[config.mk]
export PLATFORM = sky130hd
export DESIGN_NAME = weighted_tally_seq
export DESIGN_NICKNAME = d
export VERILOG_FILES = /design/src/rtl/weighted_tally_seq.sv
export SDC_FILE = /design/constraint.sdc
export NUM_CORES = 1
export LEC_CHECK = 0
export BUFFER_PORTS_ARGS = -buffer_cell sky130_fd_sc_hd__buf_2
export CORE_MARGIN = 4
export CORE_UTILIZATION = 55
export DETAILED_ROUTE_END_ITERATION = 6
export GPL_TIMING_DRIVEN = 0
export PLACE_DENSITY = 0.83
export SETUP_SLACK_MARGIN = 0.05
export SKIP_LAST_GASP = 1
export SYNTH_ARGS = -nofsm -noshare
export SYNTH_HDL_FRONTEND = slang
export SYNTH_SLANG_ARGS = --single-unit
export TNS_END_PERCENT = 30
[constraint.sdc]
create_clock -name CLK -period 2.66 [get_ports CLK]
set_input_delay 0.532 -clock CLK [delete_from_list [all_inputs] [get_ports CLK]]
set_output_delay 0.532 -clock CLK [all_outputs]
set_load 0.03 [all_outputs]
[src/rtl/weighted_tally_seq.sv]
// Weighted switch tally: sync + debounce four switches, then scan them
// through one shared adder and latch a saturated 3-bit result on LEDs.
module weighted_tally_seq #(
   parameter int unsigned DEB_CYCLES = 4,
   parameter logic [1:0]  W1 = 2'd2,
   parameter logic [1:0]  W2 = 2'd1,
   parameter logic [1:0]  W3 = 2'd2,
   parameter logic [1:0]  W4 = 2'd1
) (
   input  logic CLK,
   input  logic RST_N,
   input  logic SW1,
   input  logic SW2,
   input  logic SW3,
   input  logic SW4,
   output logic LED0,
   output logic LED1,
   output logic LED2,
   output logic VALID,
   output logic BUSY
);

   localparam int unsigned CW = (DEB_CYCLES > 1) ? $clog2(DEB_CYCLES) : 1;
   localparam logic [CW-1:0] CNT_MAX = CW'(DEB_CYCLES - 1);

   typedef enum logic [2:0] {IDLE, S1, S2, S3, S4, LATCH} state_t;

   logic [3:0]    sync1;
   logic [3:0]    sv;
   logic [3:0]    sv_prev;
   logic [3:0]    d;
   logic [3:0]    snap;
   logic [3:0]    acc;
   logic [3:0]    addend;
   logic [CW-1:0] cnt;
   logic [2:0]    result;
   logic          stable;
   logic          upd;
   logic          go;
   logic          pend;
   logic          valid;
   state_t        state;
   state_t        state_n;

   assign stable = (sv != d) && (sv == sv_prev);
   assign upd    = stable && (cnt == CNT_MAX);
   assign go     = (state == IDLE) && pend;

   always_ff @(posedge CLK or negedge RST_N) begin
      if (!RST_N) begin
         sync1   <= '0;
         sv      <= '0;
         sv_prev <= '0;
         d       <= '0;
         cnt     <= '0;
      end else begin
         sync1   <= ~{SW4, SW3, SW2, SW1};
         sv      <= sync1;
         sv_prev <= sv;
         if (upd) begin
            d   <= sv;
            cnt <= '0;
         end else if (stable) begin
            cnt <= cnt + CW'(1);
         end else begin
            cnt <= '0;
         end
      end
   end

   // Only the addend is muxed per state; one adder serves all switches.
   always_comb begin
      state_n = state;
      addend  = '0;
      case (state)
         IDLE: if (pend) state_n = S1;
         S1: begin
            state_n = S2;
            addend  = snap[0] ? {2'b00, W1} : 4'd0;
         end
         S2: begin
            state_n = S3;
            addend  = snap[1] ? {2'b00, W2} : 4'd0;
         end
         S3: begin
            state_n = S4;
            addend  = snap[2] ? {2'b00, W3} : 4'd0;
         end
         S4: begin
            state_n = LATCH;
            addend  = snap[3] ? {2'b00, W4} : 4'd0;
         end
         LATCH:   state_n = IDLE;
         default: state_n = IDLE;
      endcase
   end

   always_ff @(posedge CLK or negedge RST_N) begin
      if (!RST_N) begin
         state  <= IDLE;
         acc    <= '0;
         snap   <= '0;
         result <= '0;
         pend   <= 1'b1;
         valid  <= 1'b0;
      end else begin
         state <= state_n;
         // An update that lands mid-scan waits for the next IDLE.
         pend  <= upd | (pend & ~go);
         if (go) begin
            snap <= d;
            acc  <= '0;
         end else begin
            acc <= acc + addend;
         end
         if (state == LATCH) begin
            result <= (acc > 4'd7) ? 3'd7 : acc[2:0];
            valid  <= 1'b1;
         end
      end
   end

   assign {LED2, LED1, LED0} = ~result;
   assign VALID = valid;
   assign BUSY  = (state != IDLE);

endmodule
==> metrics.cfg <==
[outcome]
outcome = finished clean

[global_route]
grt_use_total = 0.1525
grt_max_degree = 35
grt_overflow = 0
grt_busiest_layer = met2
grt_pass1_vias = 812
use_met3 = 0.07919
grt_pass1_wl_um = 3594
grtUsageMet1 = 0.1669
antenna_found_initial = 0
met2_usage = 0.2452

[place]
dpl-instance-area_mm2 = 0.001434
hpwl_um = 1392
dp.cells = 139
gp_congestion = 0.7450
io_buffers = 10

[clocking]
insertion_delay_ns = 0.33
cts-resized-gates = 0
numCtsBuffers = 5
clock-root-buffer = clkbuf_4
clk_pin_slew_ns = 0.10
ctsHoldBuffers = 0
cts_setup_buffers = 0
cts_tree = yes
h-tree-depth = 2
cts_max_path_buffers = 2
cts.sinks = 34

[floorplan]
rows = 17
ios = 11
die_width_um = 57.52
dieArea_mm2 = 0.003309
start_util = 0.5926
core_area_mm2 = 0.002276
die_h_um = 57.52

[hold_path]
min_path_type = in2async

[worst_setup_path]
crit_type = reg2out
path_depth = 3
max_stage_delay_ns = 0.46
cp.required_ns = 2.13
critical_path.startpoint = state[0]
start_kind = register
r2r_slack_ns = 0.65
cp_top_family = simple AND/OR/NAND/NOR gates
critPathBufInv = 2
r2r_end = acc[2]
arrival_ns = 1.55
end_kind = output port
reg2reg_from = state[1]
ff2ff_path_depth = 8
path_cells = clkbuf_1 -> or3_4 -> buf_2
critPathMaxFanout = 7
slowest_stage = or3_4
cp-endpoint = BUSY

[synth]
yosysUniqueCellTypes = 24
synth_ff_type = dfrtp_1
syn-instance-count = 101
ys_async_sr_fraction = 1.000
synth_area_per_cell_um2 = 13.35
seq_area_frac_synth = 0.6317
netlist_area_mm2 = 0.001349
synth_nets = 111
ys_warn_count = 0
synth_edf_count = 0
ys_seq_elements = 34

[routing]
final_antenna_net_count = 0
firstDrtPassIters = 2
avgRoutedWirePerCell_um = 13.69
drcViolationCount = 0
finalWirelength_um = 2012
drt-initial-drc-count = 3
viasPerCell = 5.082
routed-via-count = 747

[sta]
fin_crit_ns = 2.078
fin_skew_ns = 0.007087
fin_crit_sh = 0.7812
hold_ws_ns = 0.2295
final.setup.tns_ns = 0
grt_setup_unrepaired = no
setup-violations-final = 0
slew_violations = 0
maxSlewHeadroom = 0.5373
hold_violations = 0
max_slew.worst_pin.slew_ns = 0.6940
max_freq_mhz = 481.2

[layout]
design_area_mm2 = 0.001513
diodes = 0
area_growth_pct = 12.15
final_common_cell = dfrtp_1
layout.nets = 128
final_cell_mix = 33 x dfrtp_1, 10 x buf_2, 9 x mux2_2
drive_gt1_frac = 0.2689
finalNonFillerCells = 147
utilization = 0.6647

[job]
drv_cap = 0

[pwr]
p_leak_nw = 0.7450
p_per_area_mw_per_mm2 = 848.7
ir_drop_v = 0.0006138

## through the flow
step,power (W),setup WS (ns)
final,0.001284,0.5819
after detailed placement,0.0009504,0.6856
after floorplan,0.0008594,0.8705
after global placement,0.0009297,0.7457
after CTS,0.001301,0.5559
after global routing,0.001363,0.4824
## metal layers
metal | vias up | part of all wire
li1 | 365 | -
met1 | 366 | 0.44
met2 | 12 | 0.48
met3 | 4 | 0.062
met4 | 0 | 0.015
met5 | - | 0
## report_power, final
part           internal, W  switching, W
registers         0.000579     0.0000359
logic             0.000114      0.000212
clock network     0.000181      0.000162
## worst register-to-register path: stages, from the launching register on
cell and delay [ns]:
dfrtp_1 0.33, clkbuf_1 0.30, nor2b_1 0.13, a22oi_1 0.22
nor2_1 0.07, ha_1 0.22, fa_1 0.41, xnor2_1 0.17
nor2_1 0.06
## cell type report
cell class	instances	area, µm²
Clock buffer	8	78.83
Inverter	8	30.03
Buffer	2	7.507
Multi-Input combinational cell	57	459.2
Sequential cell	34	852.1
Timing Repair Buffer	10	50.05
Tap cell	28	35.03
Fill cell	164	763.2
## cells by family (layout without fill, tap and decap cells)
logic type | count (synthesis) | after routing | synth area share
AO/OA/AOI/OAI | 6 | 6 | 0.02598
XOR/XNOR | 11 | 11 | 0.07143
adder cells (fa/ha/maj) | 4 | 4 | 0.04268
buffers and inverters | 10 | 28 | 0.02783
flip-flops | 34 | 34 | 0.6317
multiplexers | 10 | 10 | 0.08256
AND/OR/NAND/NOR | 26 | 26 | 0.1178
## Yosys cell counts (2+ instances only)
| cell type | number | share of area |
|---|---|---|
| clkbuf_1 | 2 | 0.0056 |
| nor3b_1 | 2 | 0.011 |
| xor2_1 | 4 | 0.026 |
| mux2_2 | 9 | 0.075 |
| ha_1 | 3 | 0.028 |
| inv_1 | 8 | 0.022 |
| xnor2_1 | 7 | 0.045 |
| dfrtp_1 | 33 | 0.61 |
| nor2b_1 | 5 | 0.023 |
| nor3_1 | 5 | 0.019 |
| nor2_1 | 4 | 0.011 |
| a21oi_1 | 4 | 0.015 |
| nand2_1 | 4 | 0.011 |
## flip-flops by register name, summed over array words and instances, names as in the netlist
signal and flops:
acc 4, d 4, snap 4, sv 4
sv_prev 4, sync1 4, result 3, state 3
cnt 2, VALID 1, pend 1
## worst min-delay path by stage
stage | endpoint | depth (start not counted)
after floorplan | VALID | 0
after global placement | sv[3] | 0
after detailed placement | sv[2] | 0
after CTS | cnt[0] | 1
after global routing | sv_prev[3] | 1
final | cnt[0] | 1
Power figures use the tool's default switching activity.
